<file path="src/rtl/btn_event_gen.sv">
// Turns a debounced, slow-domain button level into clk-domain press/release/long-press/
// auto-repeat events and a wrapping press counter. All outputs are registered.
module btn_event_gen #(
  parameter int unsigned LONG_TICKS   = 25_000_000,
  parameter int unsigned REPEAT_TICKS = 5_000_000,
  parameter int          CNT_W        = 8
) (
  input  logic             clk,
  input  logic             rst,
  input  logic             button_db,
  input  logic             clr_cnt,
  output logic             press_pulse,
  output logic             release_pulse,
  output logic             repeat_pulse,
  output logic             step,
  output logic             long_press,
  output logic [CNT_W-1:0] press_cnt,
  output logic [1:0]       dbg_state
);

  typedef enum logic [1:0] {
    IDLE    = 2'd0,
    PRESSED = 2'd1,
    HELD    = 2'd2
  } state_e;

  localparam logic [31:0] LONG_LAST   = 32'(LONG_TICKS - 1);
  localparam logic [31:0] REPEAT_LAST = 32'(REPEAT_TICKS - 1);

  state_e           state_q, state_d;
  logic             s1_q, s2_q;
  logic [31:0]      hold_cnt_q, hold_cnt_d;
  logic [31:0]      rpt_cnt_q, rpt_cnt_d;
  logic             press_q, press_d;
  logic             release_q, release_d;
  logic             repeat_q, repeat_d;
  logic             step_q, step_d;
  logic             long_q, long_d;
  logic [CNT_W-1:0] cnt_q, cnt_d;

  // Release is tested first in every held state so it wins over any expiry.
  always_comb begin
    state_d    = state_q;
    hold_cnt_d = hold_cnt_q;
    rpt_cnt_d  = rpt_cnt_q;
    press_d    = 1'b0;
    release_d  = 1'b0;
    repeat_d   = 1'b0;
    case (state_q)
      IDLE: begin
        if (s2_q) begin
          state_d    = PRESSED;
          press_d    = 1'b1;
          hold_cnt_d = '0;
        end
      end
      PRESSED: begin
        if (!s2_q) begin
          state_d   = IDLE;
          release_d = 1'b1;
        end else if (hold_cnt_q == LONG_LAST) begin
          state_d   = HELD;
          repeat_d  = 1'b1;
          rpt_cnt_d = '0;
        end else begin
          hold_cnt_d = hold_cnt_q + 32'd1;
        end
      end
      HELD: begin
        if (!s2_q) begin
          state_d   = IDLE;
          release_d = 1'b1;
        end else if (rpt_cnt_q == REPEAT_LAST) begin
          repeat_d  = 1'b1;
          rpt_cnt_d = '0;
        end else begin
          rpt_cnt_d = rpt_cnt_q + 32'd1;
        end
      end
      default: state_d = IDLE;
    endcase
    long_d = (state_d == HELD);
    step_d = press_d | repeat_d;
    cnt_d  = (clr_cnt ? '0 : cnt_q) + CNT_W'(press_d);
  end

  always_ff @(posedge clk or posedge rst) begin
    if (rst) begin
      state_q    <= IDLE;
      s1_q       <= 1'b0;
      s2_q       <= 1'b0;
      hold_cnt_q <= '0;
      rpt_cnt_q  <= '0;
      press_q    <= 1'b0;
      release_q  <= 1'b0;
      repeat_q   <= 1'b0;
      step_q     <= 1'b0;
      long_q     <= 1'b0;
      cnt_q      <= '0;
    end else begin
      state_q    <= state_d;
      s1_q       <= button_db;
      s2_q       <= s1_q;
      hold_cnt_q <= hold_cnt_d;
      rpt_cnt_q  <= rpt_cnt_d;
      press_q    <= press_d;
      release_q  <= release_d;
      repeat_q   <= repeat_d;
      step_q     <= step_d;
      long_q     <= long_d;
      cnt_q      <= cnt_d;
    end
  end

  assign press_pulse   = press_q;
  assign release_pulse = release_q;
  assign repeat_pulse  = repeat_q;
  assign step          = step_q;
  assign long_press    = long_q;
  assign press_cnt     = cnt_q;
  assign dbg_state     = state_q;

endmodule
</file>
<file path="config.mk">
export PLATFORM = sky130hd
export DESIGN_NAME = btn_event_gen
export DESIGN_NICKNAME = d
export VERILOG_FILES = /design/src/rtl/btn_event_gen.sv
export SDC_FILE = /design/constraint.sdc
export NUM_CORES = 1
export LEC_CHECK = 0
export CORE_MARGIN = 3
export CORE_UTILIZATION = 61
export CTS_CLUSTER_SIZE = 16
export DETAILED_ROUTE_END_ITERATION = 8
export PLACE_DENSITY = 0.8
export SYNTH_ARGS = -nofsm -noshare
export SYNTH_HDL_FRONTEND = slang
export SYNTH_SLANG_ARGS = --single-unit
</file>
<file path="constraint.sdc">
create_clock -name clk -period 4.98 [get_ports clk]
set_input_delay 1.245 -clock clk [delete_from_list [all_inputs] [get_ports clk]]
set_output_delay 1.245 -clock clk [all_outputs]
set_load 0.1 [all_outputs]
</file>
==> summary.txt, run 1 <==
Detailed routing
  • Via/cell ratio: about 6.6
  • WL/cell: 17.5 microns
  • Via count: 4,063
  • Routed WL: 10,700 microns
  • Initial DRT Pass Iterations: 5
  • Remaining antenna violation count: 0
  • Iter 0 DRT Violations: 323
  • DRC: 0

Synthesis
  • Netlist cell types: 54
  • Count leader, synth: dfrtp_1
  • Mapped Avg Cell Area: 9.10 sq um
  • Sequential area share after synthesis: 0.443
  • Yosys warnings: 0
  • Synthesized flop and latch total: 81
  • Biggest area consumer among synthesized cells: dfrtp_1
  • FFs w/ async S/R, synth: 1.00
  • Largest cells by area after synthesis: dfrtp_1 (44%), xor2_1 (4.6%), nor2_1 (4.0%)
  • Post-synth EDFFs: 0
  • Top cells by count, synth: dfrtp_1 (81), nor2_1 (49), nand2_1 (36), nand3_1 (36), nand4_1 (27)
  • Synth top area share: 0.443
  • Synthesized area: 4580 sq um
  • Synth Flop Type: dfrtp_1
  • Mapped Cells: 503
  • Post-Syn Nets: a little over 500

Worst setup path
  • CP Capture Type: primary output
  • Crit path launch: dbg_state[1]
  • Reg2reg end: rpt_cnt_q[4]
  • Worst Path Buf+Inv: 1
  • CP Cell Sequence: clkdlybuf4s50_1
  • Slowest stage cell, crit path: clkdlybuf4s50_1
  • Crit-path max FO: 6
  • Worst path top cell family by delay: buffers and inverters
  • Stages on worst setup path: 1
  • Worst setup SP type: flop
  • CP peak stage delay: 1.18 ns
  • Launching point of the worst reg2reg path: dbg_state[1]
  • R2R setup slack: around 1.8 ns
  • R2R cell count: 7
  • Worst endpoint required time: 3.73 ns
  • Critical Path AT: ~2 ns
  • Crit path to: dbg_state[1]
  • Kind of critical path: flop to primary output

Global route
  • GR Layer Usage met1: 0.377
  • Antenna violations before repair: 0
  • Routing usage on met3: 0.0569
  • Met2 Track Usage GR: 0.410
  • GRT Total Usage: 0.267
  • GRT overflow: 0
  • Vias in the first global route: 3,910
  • Busiest grt layer: met2
  • Pin count of the biggest net entering global routing: 61
  • First-pass GRT wire length: roughly 18,000 microns

Final layout
  • Area of the multi-input gates: 2340 sq um
  • Fillcell total: 540
  • Final non-filler cell total: 615
  • Antenna cells: 0
  • Area growth, synth to finish: 8.91%
  • Share of layout cells above drive strength 1: 0.0578
  • Area occupied by registers: 2030 sq um
  • Nets: 527
  • Post-route cell area: 4990 sq um

STA
  • Final hold vios: 0
  • Worst slew margin: 0.278
  • Final WS setup: 1.74 ns
  • Worst slew pin tran: 1.08 ns
  • Setup-failing EPs final: 0
  • Setup TNS: 0 ns
  • Final period util: 0.651
  • Worst Skew: between 0.01 and 0.015 ns
  • RSZ-0062 raised after global routing: no
  • Fmax: 0.309 GHz
  • Crit path time final: 3.24 ns
  • Final Max Tran Viols: 0

Pwr
  • Final Power: about 1700 uW
  • VDD IR max: between 0.0001 and 0.00015 V
  • Sw Ratio: 0.385
  • Seq pwr share: 0.432
  • Combinational Power Share: 0.299
  • Switching power: 662 uW
  • Clock network fraction of design power: 0.269
  • Cell-internal power: 1060 uW
  • Leakage: 0.00207 uW
  • Power Dens Cells: 345 nW/um^2

Floorplanning
  • Chip Width: 92.6 microns
  • # rows: 30
  • Core area: 7020 sq um
  • Die Footprint: 8580 sq um
  • I/O Pins: 19
  • Starting Density: 0.652
  • Die Span Y: 92.6 microns

Placed design
  • Pre-CTS setup slack: 1.88 ns
  • DPL Wire Length: roughly 7000 microns
  • Port Buffers: 18
  • Post-Place Cells: 600
  • Post-DP Area: 4810 sq um
  • Placer Congestion: 0.857

Clock network
  • Post-CTS resize count: 0
  • H-Tree Depth: 3
  • Clk Tree Root Cell: clkbuf_8
  • Clk buf depth: 2
  • Clock sink total: 81
  • Clock latency on the worst-skew pair: 0.36 ns
  • Setup bufs post-CTS: 0
  • Post-CTS Hold Buffers: 0
  • Num CTS Buffers: 9
  • CTS tree: built
  • Clock Pin Slew Worst Setup and Hold Paths: 0.07 ns

Min path
  • Worst hold path type: flop to flop

Flow run
  • Max-cap viol count: 0

Status
  • Status: complete, no violations
## cell type report
type / count / area share
Inverter: 20 / 0.0153
Clock buffer: 12 / 0.0271
Tap cell: 96 / 0.0241
Clock inverter: 3 / 0.00853
Sequential cell: 81 / 0.407
Timing Repair Buffer: 26 / 0.0482
Multi-Input combinational cell: 377 / 0.470
## power by group through the flow
stage | logic [uW] | clock network (uW) | registers (uW)
finish | 514 | 462 | 743
floorplan | 226 | 0 | 911
CTS | 511 | 468 | 742
detailed placement | 509 | 0 | 755
global placement | 501 | 0 | 750
global route | 549 | 501 | 750
## worst reg2reg max path: stages, from the launching register on
cell and delay [ns]:
dfrtp_1 0.46, inv_1 0.13, ha_1 0.40, inv_1 0.16
nor2_1 0.19, nand3_1 0.78, a21oi_2 0.81, a22o_1 0.23
## per-stage QoR
stage	util	hold slack, ns
6_report	0.710	0.384
2_1_floorplan	-	0.331
5_1_grt	0.710	0.391
4_1_cts	0.710	0.385
3_5_place_dp	0.685	0.368
3_3_place_gp	0.685	0.349
## flip-flops by register name, summed over array words and instances (netlist names)
| register | cells |
|---|---|
| dbg_state | 2 |
| hold_cnt_q | 32 |
| long_press | 1 |
| press_cnt | 8 |
| press_pulse | 1 |
| release_pulse | 1 |
| repeat_pulse | 1 |
| rpt_cnt_q | 32 |
| s1_q | 1 |
| s2_q | 1 |
| step | 1 |
## metal layers
metal | share of wire | vias to the layer above
met5 | 0 | -
met4 | 0.012 | 0
met3 | 0.078 | 16
met2 | 0.46 | 184
met1 | 0.45 | 1970
li1 | - | 1893
## worst min-delay path by stage
stage,cells past startpoint,end,from
after global placement,0,s2_q,s1_q
after CTS,0,s2_q,s1_q
final,0,s2_q,s1_q
after global routing,0,s2_q,s1_q
after detailed placement,0,s2_q,s1_q
after floorplan,0,s2_q,s1_q
## layout by cell type, fill, tap and decap left out, types with 3 or more instances in the layout
master and n:
a21oi_1 11, a22o_1 10, a22oi_1 10, a31oi_1 10
and2_1 3, and3_1 16, and4_1 8, buf_4 8
clkbuf_1 3, clkbuf_8 9, clkdlybuf4s50_1 18, dfrtp_1 81
ha_1 8, inv_1 19, nand2_1 36, nand2b_1 6
nand3_1 36, nand4_1 27, nor2_1 49, nor2b_1 4
nor3_1 12, nor4_1 11, o21ai_0 19, o22ai_1 15
o2bb2ai_1 9, o31ai_1 5, o41ai_1 4, or2_2 3
or3_1 9, or4_1 3, xnor2_1 3, xor2_1 24
## logic make-up (layout without fill, tap and decap cells)
group	after synthesis	count (layout)	synth area share
flops	81	81	0.443
compound gates	105	105	0.161
xor+xnor	27	27	0.0517
fa+ha+maj	8	8	0.0219
buf+inv	45	61	0.0462
simple gates	237	237	0.277
(Power assumes the default switching activity.)
==> inputs of run 2 (changes only) <==
- CORE_UTILIZATION: 61 -> 55
- PLACE_DENSITY: 0.8 -> 0.76
- clock period: 4.98 -> 2.8 ns (I/O delays scaled with it)
==> summary.txt, run 2 (synthesis results as in run 1) <==
Clock network
  • Clk Tree Root Cell: clkbuf_8
  • Num CTS Buffers: 9 (unchanged)
  • Clock sink total: 81 (unchanged)
  • Post-CTS resize count: 0 (unchanged)
  • Post-CTS Hold Buffers: 0 (unchanged)
  • Setup bufs post-CTS: 0 (unchanged)
  • Clock latency on the worst-skew pair: 0.36 ns (about the same)
  • CTS tree: built
  • Clock Pin Slew Worst Setup and Hold Paths: 0.08 ns (about the same)
  • H-Tree Depth: 3 (unchanged)
  • Clk buf depth: 2 (unchanged)

Final layout
  • Post-route cell area: 5100 sq um (+2.3%)
  • Commonest cells after routing, fill and taps aside: dfrtp_1 (81), nor2_1 (49), nand3_1 (36), nand2_1 (36), buf_4 (33)
  • Nets: 538 (+2.1%)
  • Area growth, synth to finish: 11.4%
  • Share of layout cells above drive strength 1: 0.111 (+0.0533)
  • Antenna cells: 0 (unchanged)
  • Fillcell total: 640 (+19%)
  • Most common cell after layout, fill and taps aside: dfrtp_1

Floorplanning
  • Chip Width: 97.2 microns (+5.0%)
  • I/O Pins: 19 (unchanged)
  • Core area: 7890 sq um (+12%)
  • Die Footprint: 9450 sq um (+10%)
  • # rows: 32 (+6.7%)
  • Starting Density: 0.580 (-0.0718)
  • Die Span Y: 97.2 microns (+5.0%)

Global route
  • Vias in the first global route: 3,954 (+1.1%)
  • GRT overflow: 0 (unchanged)
  • Pin count of the biggest net entering global routing: 67 (+9.8%)
  • First-pass GRT wire length: 19,000 microns (+3.0%)
  • Antenna violations before repair: 0 (unchanged)
  • GRT Total Usage: 0.239 (-0.0284)

Worst setup path
  • Worst setup SP type: flop
  • Worst endpoint required time: 3.00 ns (-0.73 ns)
  • R2R cell count: 5 (-2)
  • CP Capture Type: flop
  • Critical Path AT: 2.90 ns (+0.90 ns)
  • Reg2reg end: rpt_cnt_q[24]
  • R2R setup slack: 0.1 ns (-1.67 ns)
  • Kind of critical path: flop to flop
  • Launching point of the worst reg2reg path: rpt_cnt_q[24]
  • Crit-path max FO: 17 (+11)

Pwr
  • Leakage: 0.00218 uW (+5.5%)
  • VDD IR max: 0.000341 V (+130%)
  • Power Dens Cells: 631 nW/um^2 (+83%)

STA
  • Worst slew margin: 0.469 (+0.191)
  • Setup TNS: 0 ns (unchanged)
  • Crit path time final: approximately 2.7 ns
  • Worst Skew: 0.0135 ns (+0.00338 ns)
  • Setup-failing EPs final: 0 (unchanged)
  • Final period util: 0.965
  • Final Max Tran Viols: 0 (unchanged)
  • Fmax: ~0.37 GHz
  • RSZ-0062 raised after global routing: no
  • Final hold vios: 0 (unchanged)
  • Worst slew pin tran: 0.797 ns (-0.283 ns)

Detailed routing
  • DRC: 0 (unchanged)
  • Routed WL: 10,900 microns (+1.4%)
  • WL/cell: 17.2 microns (-1.5%)
  • Via count: 4,018 (-1.1%)
  • Remaining antenna violation count: 0 (unchanged)
  • Via/cell ratio: 6.35 (-3.9%)
  • Initial DRT Pass Iterations: 5 (unchanged)
  • Iter 0 DRT Violations: 344 (+6.5%)

Min path
  • Worst Min Path Start: s1_q
  • Worst hold path type: flop to flop
  • Worst Hold End: s2_q
  • Hold Path Stages: 0 (unchanged)

Placed design
  • Port Buffers: 18 (unchanged)
  • DPL Wire Length: 7430 microns (+5.4%)
  • Post-DP Area: 4870 sq um (+1.4%)
  • Placer Congestion: 0.912 (+6.5%)

Status
  • Status: complete, no violations

Flow run
  • Max-cap viol count: 0 (unchanged)
run 2: final cells by class:
| type | instances | area (sq um) | area share |
|---|---|---|---|
| Multi-Input combinational cell | 377 | 2340 | 0.460 |
| Inverter | 20 | 76.3 | 0.0150 |
| Clock inverter | 5 | 86.3 | 0.0169 |
| Timing Repair Buffer | 37 | 298 | 0.0584 |
| Clock buffer | 11 | 141 | 0.0277 |
| Tap cell | 102 | 128 | 0.0250 |
| Sequential cell | 81 | 2030 | 0.397 |
run 2: layer usage:
| metal | vias to the layer above | GRT usage | wire length (microns) |
|---|---|---|---|
| met5 | - | 0 | 0 |
| met3 | 16 | 0.0459 | 632 |
| met4 | 0 | 0.0714 | 148 |
| li1 | 1918 | - | - |
| met2 | 148 | 0.374 | 4990 |
| met1 | 1936 | 0.339 | 5120 |
run 2: worst max path at each step:
stage,startpoint,to,slack [ns],cells past startpoint
2_1_floorplan,rst,dbg_state[0],0.02,1
3_3_place_gp,rpt_cnt_q[24],rpt_cnt_q[24],0.19,5
3_5_place_dp,rpt_cnt_q[24],rpt_cnt_q[5],0.12,5
4_1_cts,rpt_cnt_q[24],rpt_cnt_q[24],0.11,5
5_1_grt,rpt_cnt_q[24],rpt_cnt_q[0],0.001,5
6_report,rpt_cnt_q[24],rpt_cnt_q[24],0.1,5
run 2: power by group:
| group | switching [uW] | internal (uW) |
|---|---|---|
| sequential | 83.1 | 1240 |
| combinational | 686 | 242 |
| clock | 436 | 533 |
run 2: per-stage QoR:
step                       util  std cells  hold WS, ns  setup WS (ns)  total power [uW]
after floorplan               -        503        0.331         0.0199              2020
after CTS                 0.647        633        0.385          0.115              3230
after global routing      0.647        633        0.392        0.00121              3370
final                     0.647        633        0.386         0.0975              3220
after global placement    0.618        617        0.368          0.188              2250
after detailed placement  0.618        617        0.366          0.122              2260
run 2: critical path: stages, from the launching register on:
cell and delay, ns:
dfrtp_1 0.45, or4_1 0.56, or4_4 0.59, o31a_1 0.40
o21ai_2 0.37, o41ai_1 0.18
==> inputs of run 3 (changes only) <==
- ABC_AREA: default -> 1
- CORE_UTILIZATION: 55 -> 56
- PLACE_DENSITY: 0.76 -> 0.77
==> summary.txt, run 3 <==
Pwr
  • Seq pwr share: 0.408 (-0.003)
  • Leakage: 0.00248 uW (+14%)
  • Power Dens Cells: 522 nW/um^2 (-17%)
  • Cell-internal power: 1970 uW (-2.2%)
  • Combinational Power Share: 0.246 (-0.042)
  • VDD IR max: 0.000367 V (+7.7%)
  • Sw Ratio: 0.363 (-0.0113)
  • Switching power: 1120 uW (-6.9%)
  • Clock network fraction of design power: 0.346 (+0.045)

Worst setup path
  • R2R cell count: 11 (+6)
  • Kind of critical path: flop to flop
  • Reg2reg end: press_cnt[7]
  • CP Capture Type: flop
  • Crit-path max FO: 5 (-12)
  • Critical Path AT: 2.45 ns (-0.45 ns)
  • Worst endpoint required time: 3.06 ns (+0.06 ns)
  • Worst setup SP type: flop
  • R2R setup slack: 0.61 ns (+0.51 ns)
  • Launching point of the worst reg2reg path: dbg_state[1]

Final layout
  • Post-route cell area: 5920 sq um (+16%)
  • Share of layout cells above drive strength 1: 0.0846 (-0.0265)
  • Antenna cells: 0 (unchanged)
  • Most common cell after layout, fill and taps aside: nand2_1
  • Nets: 859 (+60%)
  • Post-layout util: 0.635 (-0.0121)
  • Commonest cells after routing, fill and taps aside: nand2_1 (307), nor2_1 (145), dfrtp_1 (81)
  • Area growth, synth to finish: 8.63%

Global route
  • Pin count of the biggest net entering global routing: 53 (-21%)
  • GRT Total Usage: 0.255 (+0.0158)
  • Antenna violations before repair: 0 (unchanged)
  • Vias in the first global route: 4,970 (+26%)
  • GRT overflow: 0 (unchanged)
  • First-pass GRT wire length: 22,700 microns (+20%)

Synthesis
  • Post-Syn Nets: 843 (+64%)
  • Mapped Cells: 831 (+65%)
  • Top cells by count, synth: nand2_1 (307), nor2_1 (145), dfrtp_1 (81), inv_1 (72), nand3_1 (71)
  • Biggest area consumer among synthesized cells: dfrtp_1
  • Synth Flop Type: dfrtp_1
  • Count leader, synth: nand2_1
  • Netlist cell types: 32 (-41%)
  • Largest cells by area after synthesis: dfrtp_1 (37%), nand2_1 (21%), nor2_1 (10%)
  • Yosys warnings: 0 (unchanged)
  • FFs w/ async S/R, synth: 1.00 (unchanged)
  • Post-synth EDFFs: 0 (unchanged)
  • Synthesized flop and latch total: 81 (unchanged)
  • Sequential area share after synthesis: 0.372 (-0.0708)
  • Synthesized area: 5450 sq um (+19%)
  • Synth top area share: 0.372 (-0.0708)
  • Mapped Avg Cell Area: 6.56 sq um (-28%)

STA
  • Worst slew pin tran: 0.577 ns (-0.220 ns)
  • Final hold vios: 0 (unchanged)
  • Setup-failing EPs final: 0 (unchanged)
  • Setup TNS: 0 ns (unchanged)
  • Final Max Tran Viols: 0 (unchanged)
  • RSZ-0062 raised after global routing: no
  • Crit path time final: 2.19 ns (-0.513 ns)
  • Worst Skew: 0.0119 ns (-0.00161 ns)
  • Final period util: 0.782 (-0.183)
  • Worst slew margin: 0.615 (+0.147)
  • Fmax: 0.457 GHz (+23%)

Min path
  • Worst Hold End: s2_q
  • Worst hold path type: flop to flop
  • Worst Min Path Start: s1_q
  • Hold Path Stages: 0 (unchanged)

Floorplanning
  • Core area: 9330 sq um (+18%)
  • Die Span Y: 105 microns (+7.6%)
  • Die Footprint: 10,900 sq um (+16%)
  • # rows: 35 (+9.4%)
  • Chip Width: 105 microns (+7.6%)
  • I/O Pins: 19 (unchanged)
  • Starting Density: 0.584 (+0.00375)

Placed design
  • Post-DP Area: 5680 sq um (+17%)
  • Port Buffers: 18 (unchanged)
  • Placer Congestion: 0.907 (-0.52%)
  • DPL Wire Length: 10,200 microns (+37%)

Clock network
  • Clock Pin Slew Worst Setup and Hold Paths: 0.08 ns (about the same)
  • Clk buf depth: 2 (unchanged)
  • Clk Tree Root Cell: clkbuf_8
  • CTS tree: built
  • Clock latency on the worst-skew pair: 0.38 ns (+0.02 ns)
  • Clock sink total: 81 (unchanged)
  • Post-CTS resize count: 0 (unchanged)
  • H-Tree Depth: 3 (unchanged)
  • Setup bufs post-CTS: 0 (unchanged)
  • Num CTS Buffers: 9 (unchanged)
  • Post-CTS Hold Buffers: 0 (unchanged)

Flow run
  • Max-cap viol count: 0 (unchanged)

Status
  • Status: complete, no violations

Detailed routing
  • Routed WL: 13,300 microns (+22%)
  • DRC: 0 (unchanged)
  • Via/cell ratio: 5.23 (-18%)
  • Via count: 5,125 (+28%)
  • WL/cell: 13.6 microns (-21%)
  • Iter 0 DRT Violations: 298 (-13%)
  • Initial DRT Pass Iterations: 5 (unchanged)
  • Remaining antenna violation count: 0 (unchanged)
run 3: cell types whose count changed in the layout (fill, tap and decap cells not counted), moves of 16 or more:
cell     previous run  this run
nand4_1            27         4
inv_1              19        71
and3_1             16         0
nand2_1            36       307
nand3_1            36        71
o21ai_1             0        20
nor2_1             49       145
run 3: logic make-up (layout without fill, tap and decap cells):
group	count (synthesis)	count (layout)	share of synthesized area
buf+inv	94	114	0.0762
fa+ha+maj	8	8	0.0184
xor+xnor	25	25	0.0402
flops	81	81	0.372
simple gates	557	557	0.422
compound gates	66	66	0.0712
run 3: cell type report:
type                            instances  area, sq um
Fill cell                             889         3410
Multi-Input combinational cell        656         3010
Sequential cell                        81         2030
Inverter                               75          283
Timing Repair Buffer                   24          200
Tap cell                              129          161
Clock buffer                           10          138
Clock inverter                          5          104
run 3: worst max-delay path, cell delays in order, from the launching register on:
cell     delay (ns)
dfrtp_1        0.47
inv_1          0.11
ha_1           0.18
nand2_1        0.12
inv_1          0.14
ha_1           0.18
nand2_1        0.06
nor2_1         0.18
nand3_1        0.13
or3_1          0.34
nand3_1        0.08
o21ai_0        0.08
run 3: metrics by stage:
stage                     cells  setup WS, ns  hold WS, ns  total power [uW]
after detailed placement    965         0.309        0.346              2050
after global routing        980         0.390        0.381              3230
final                       980         0.611        0.368              3090
after floorplan             831        0.0199        0.331              1950
after global placement      965         0.377        0.335              2040
after CTS                   980         0.616        0.365              3120
run 3: how the worst max path moves through the flow:
stage                  start              to  slack (ns)  cells after the start
6_report        dbg_state[1]    press_cnt[7]        0.61                     11
5_1_grt        hold_cnt_q[0]   hold_cnt_q[6]        0.39                     10
4_1_cts        hold_cnt_q[0]  hold_cnt_q[10]        0.62                     10
3_5_place_dp         clr_cnt    press_cnt[7]        0.31                      9
3_3_place_gp         clr_cnt    press_cnt[7]        0.38                      9
2_1_floorplan            rst    dbg_state[0]        0.02                      1
run 3: power groups by stage:
stage | Clock [uW] | Sequential, uW | Combinational, uW
floorplan | 0 | 1500 | 455
global placement | 0 | 1280 | 759
detailed placement | 0 | 1290 | 769
CTS | 1090 | 1260 | 772
global route | 1130 | 1270 | 827
finish | 1070 | 1260 | 760
run 3: routing by layer:
| layer | vias up | global-route usage | share of wire |
|---|---|---|---|
| li1 | 2627 | - | - |
| met1 | 2361 | 0.303 | 0.43 |
| met2 | 105 | 0.457 | 0.51 |
| met3 | 32 | 0.0426 | 0.035 |
| met4 | 0 | 0.102 | 0.032 |
| met5 | - | 0 | 0 |
==> variant 1: new RTL, config.mk and constraints of run 1 <==
Put one more register stage on the output `press_cnt`, with the module's reset. The value now appears one clock later. The other outputs are not delayed to match.
--- a/src/rtl/btn_event_gen.sv
+++ b/src/rtl/btn_event_gen.sv
@@ -117,7 +117,13 @@
   assign repeat_pulse  = repeat_q;
   assign step          = step_q;
   assign long_press    = long_q;
-  assign press_cnt     = cnt_q;
+  always_ff @(posedge clk or posedge rst) begin
+    if (rst) begin
+      press_cnt <= '0;
+    end else begin
+      press_cnt <= cnt_q;
+    end
+  end
   assign dbg_state     = state_q;
 
 endmodule
Behaviour: not the same (Yosys sat finds a counterexample within 4 cycles, from zero or initial values and one cycle with rst high).
==> variant 1 against run 1 <==
  * Synthesized cell count down 5.0%
  * Synthesized area rose by 1.0%
  * Power increased by 1.7%
  * Highest routed layer unchanged
  * Cell area up 1.9%
  * Worst setup slack better by 0.035 ns
  * Wire length decreased by 14%
  * Sequential cell count is 8 higher
  * Largest power group unchanged
  * Hold slack worse by 0.021 ns
  * Critical path type unchanged
==> variant 1: results (changes against run 1) <==
* Status: finished clean
* Number of instances in the placed design at 581 (-3.2%)
* Layout net count at 505 (-4.2%)
* Mean Syn Cell Area at 9.675 sq um (+6.3%)
* Total Wirelength at 9271 um (-14%)
* Most frequent cells after synthesis: dfrtp_1, nor2_1, nand2_1, o21ai_1, nand3_1
* Critical Path AT at 1.96 ns (-0.04 ns)
* Layout cells sized above 1 at 10.04% (+4.3 points)
* Peak VDD IR at 0.2104 mV (+41%)
* CTS Buffer Depth at 2 (unchanged)
* Worst-Skew Late Latency at ~0.35 ns
* Worst Hold Class: reg2reg
* Initial antenna violation count at 0 (unchanged)
* Leakage at 0.002117 uW (+2.5%)
* Core Area at 7292 sq um (+3.9%)
* Slowest cell on the critical path: clkdlybuf4s50_1
* Mux share of post-synthesis cell area at 0.4329% (+0.43 points)
* Pin count of the biggest net entering global routing at 60 (-1.6%)
* Compound-Gate Fraction of Synth Area at 17.94% (+1.9 points)
* Initial DRC Count at 208 (-36%)
* RePlAce Congestion at 0.8388 (-2.1%)
* Largest regs: hold_cnt_q (32), rpt_cnt_q (32)
* Post-Synth XOR/XNOR Area at 4.924% (-0.24 points)
* Resized cells post-CTS at 0 (unchanged)
* Fmax at 311.9 MHz (+1.1%)
* Number of global-route vias before repair at 3537 (-9.5%)
* Crit-path max cell delay at 1.16 ns (-0.02 ns)
* Non-filler cells, final at 597 (-2.9%)
* Filler cell count at 592 (+9.6%)
* Reg clk slew, reported paths at 0.08 ns
* Hold WS at 0.3628 ns (-0.02101 ns)
* Final Skew at 0.006479 ns (-0.003624 ns)
* Place WS at 2.040 ns (+0.1635 ns)
* First-pass GRT wire length at 16360 um (-11%)
* Mapped Nets at 490 (-4.9%)
* Reg2Reg Setup Slack at 2.08 ns (+0.31 ns)
* Global Route Usage Sum at 23.40% (-3.3 points)
* Top cells by area, synth: dfrtp_1, o21ai_1, o31ai_2
* Seq/Total Area, Yosys at 48.16% (+3.9 points)
* Number of distinct library cells after synthesis at 50 (-7.4%)
* HPWL Detailed at 6301 um (-11%)
* Slew @ Worst Pin at 0.9755 ns (-0.1047 ns)
* Root buffer cell: clkbuf_8
* H-tree depth at 3 (unchanged)
* Adder-Cell Fraction of Synth Area at 2.165% (-0.022 points)
* Via density at 6.166 (-6.7%)
==> variant 1: power by group <==
group | switching (uW) | internal, uW | total (uW)
Combinational | 349 | 127 | 476
Sequential | 40.7 | 770 | 811
Clock | 251 | 211 | 462
==> variant 1: cell type report <==
class / instances / area, sq um / share of cell area (%)
multi-input combinational: 356 / 2271 / 44.70
sequential: 89 / 2227 / 43.84
timing repair buffer: 24 / 225.2 / 4.433
clock buffer: 13 / 158.9 / 3.128
tap: 99 / 123.9 / 2.438
inverter: 13 / 50.05 / 0.9852
clock inverter: 3 / 23.77 / 0.4680
==> variant 1: layer usage <==
layer | vias to the layer above | part of all wire, % | track usage [%]
met3 | 11 | 4.1 | 4.264
met2 | 84 | 49 | 37.91
met5 | - | 0 | 0
li1 | 1765 | - | -
met4 | 0 | 1.3 | 9.524
met1 | 1821 | 45 | 31.20
==> variant 1: path summary, 6_finish.rpt <==
check	start	end	depth (start not counted)
setup / recovery	dbg_state[0]$_DFF_PP0_	dbg_state[0]	1
hold / removal	s1_q$_DFF_PP0_	s2_q$_DFF_PP0_	0
setup reg to reg	hold_cnt_q[15]$_DFFE_PP0P_	rpt_cnt_q[18]$_DFFE_PP0P_	6
hold reg to reg	s1_q$_DFF_PP0_	s2_q$_DFF_PP0_	0
max in group asynchronous	rst	rpt_cnt_q[28]$_DFFE_PP0P_	3
min in group asynchronous	rst	hold_cnt_q[12]$_DFFE_PP0P_	2
==> variant 1: through the flow <==
| step | utilization (%) | total power [uW] | instance area [sq um] |
|---|---|---|---|
| floorplan | - | 1186 | 4624 |
| global placement | 67.16 | 1292 | 4897 |
| detailed placement | 67.16 | 1302 | 4897 |
| CTS | 69.66 | 1762 | 5080 |
| global route | 69.66 | 1845 | 5080 |
| finish | 69.66 | 1748 | 5080 |
==> variant 2: new RTL, config.mk and constraints of run 1 <==
Without the edit above. `REPEAT_TICKS`: 5_000_000 -> 2_500_000.
--- a/src/rtl/btn_event_gen.sv
+++ b/src/rtl/btn_event_gen.sv
@@ -2,7 +2,7 @@
 // auto-repeat events and a wrapping press counter. All outputs are registered.
 module btn_event_gen #(
   parameter int unsigned LONG_TICKS   = 25_000_000,
-  parameter int unsigned REPEAT_TICKS = 5_000_000,
+  parameter int unsigned REPEAT_TICKS = 2_500_000,
   parameter int          CNT_W        = 8
 ) (
   input  logic             clk,
Behaviour: no difference found for any inputs over 10 cycles, from zero or initial values and one cycle with rst high; that may be too few to reach the edited logic, so the function may still have changed.
==> variant 2 against run 1 <==
  * Clock power increased by 18%
  * Cell area increased by 1.0%
  * Count of clock-buffer cells in the layout decreased by 2
  * Via count decreased by 5.4%
  * Largest cell class unchanged
  * Power increased by 2.2%
  * Worst setup slack improved by 0.011 ns
  * Critical path depth unchanged
  * Wire length decreased by 7.1%
  * Synthesized area decreased by 0.14%
  * Sequential cell count unchanged
==> variant 2: results (changes against run 1) <==
* Status: finished clean
* Crit-path max cell delay at 1.17 ns
* Hold path startpoint: s1_q$_DFF_PP0_
* Reg2reg path depth at 7 (unchanged)
* First-pass GRT wire length at 17060 um (-7.5%)
* CTS Buffer Depth at 2 (unchanged)
* Worst-Skew Late Latency at around 0.35 ns
* Layout net count at 509 (-3.4%)
* Number of instances in the placed design at 582 (-3.0%)
* HPWL Detailed at 6790 um (-3.7%)
* Global Route Usage Sum at 24.61% (-2.1 points)
* Worst-path fanout max at 7 (+1)
* Max_slew headroom at 27.94% (+0.15 points)
* Seq/Total Area, Yosys at 44.33% (+0.061 points)
* Pin count of the biggest net entering global routing at 59 (-3.3%)
* Top cells by area, synth: dfrtp_1, nor2_1, xor2_1
* Final Skew at 0.007828 ns (-0.002274 ns)
* RePlAce Congestion at 0.8435 (-1.5%)
* Initial DRC Count at 267 (-17%)
* Post-Syn Instances at 489 (-2.8%)
* DR WL/cell at 16.68 um (-4.5%)
* Post-CTS Setup Inserts at 0 (unchanged)
* Mapped Nets at 501 (-2.7%)
* Port Buffer Count at 18 (unchanged)
* Slowest cell on the critical path: clkdlybuf4s50_1
* Clock buffer count from CTS at 9 (unchanged)
* Most frequent cells after synthesis: dfrtp_1, nor2_1, nand2_1, o21ai_0
* Initial antenna violation count at 0 (unchanged)
* Number of distinct library cells after synthesis at 55 (+1.9%)
* Non-filler cells, final at 598 (-2.8%)
* Via density at 6.426 (-2.7%)
* Peak VDD IR at 0.1407 mV (-5.7%)
* Synthesis warning total at 0 (unchanged)
* Number of global-route vias before repair at 3489 (-11%)
* Resized cells post-CTS at 0 (unchanged)
* Compound-Gate Fraction of Synth Area at 16.80% (+0.73 points)
* Adder-Cell Fraction of Synth Area at 2.189% (+0.0030 points)
* Async SR Flop Fraction at 100.0% (unchanged)
* Leakage at 0.002187 uW (+5.9%)
* Layout cells sized above 1 at 7.371% (+1.6 points)
* Critical path launch point: dbg_state[1]$_DFF_PP0_
* WHS Path Cells at 0 (unchanged)
* Root buffer cell: clkbuf_8
* Post-Synth XOR/XNOR Area at 4.598% (-0.57 points)
* H-tree depth at 3 (unchanged)
* Mux share of post-synthesis cell area at 0.4926% (+0.49 points)
* Router iterations before antenna repair at 7 (+2)
* Filler cell count at 537 (-0.56%)
* Placed inst area at 4808 sq um (unchanged)
* EDFF count, synth at 0 (unchanged)
==> variant 2: stage by stage <==
stage / worst slack (ns) / utilization, %
after floorplan: 1.655 / -
after global placement: 2.137 / 68.50
after detailed placement: 2.056 / 68.50
after CTS: 1.735 / 71.76
after global routing: 1.677 / 71.76
final: 1.750 / 71.76
==> variant 2: final timing paths <==
| path | end | slack, ns |
|---|---|---|
| max in group asynchronous | hold_cnt_q[17]$_DFFE_PP0P_ | 2.72 |
| hold / removal | s2_q$_DFF_PP0_ | 0.37 |
| min in group asynchronous | rpt_cnt_q[13]$_DFFE_PP0P_ | 1.40 |
| setup / recovery | dbg_state[1] | 1.75 |
| setup reg to reg | hold_cnt_q[28]$_DFFE_PP0P_ | 2.09 |
| hold reg to reg | s2_q$_DFF_PP0_ | 0.37 |
==> variant 2: kinds of logic after synthesis <==
logic type / Yosys count
AO/OA/AOI/OAI: 113
multiplexers: 2
AND/OR/NAND/NOR: 225
flip-flops: 81
adder cells (fa/ha/maj): 8
buffers and inverters: 36
XOR/XNOR: 24
==> variant 2: power breakdown <==
part	internal (uW)	total [uW]	switching, uW
clock	298	544	246
combinational	120	481	361
sequential	694	732	37.8
==> variant 2: area by class of cell <==
type	count	area, sq um	area share (%)
clock buffers	10	137.6	2.732
clock inverters	6	91.34	1.813
inverters	12	46.29	0.9190
multi-input cells	372	2412	47.89
flip-flops and latches	81	2027	40.24
well taps	96	120.1	2.384
repair buffers	21	202.7	4.024
==> variant 2: metal layers <==
layer,share of wire [%],track usage (%),routed length [um],vias to the layer above
li1,-,-,-,1841
met4,0.94,7.921,94,0
met5,0,0,0,-
met2,45,36.13,4455,123
met1,49,37.25,4913,1870
met3,5.1,3.899,508,9
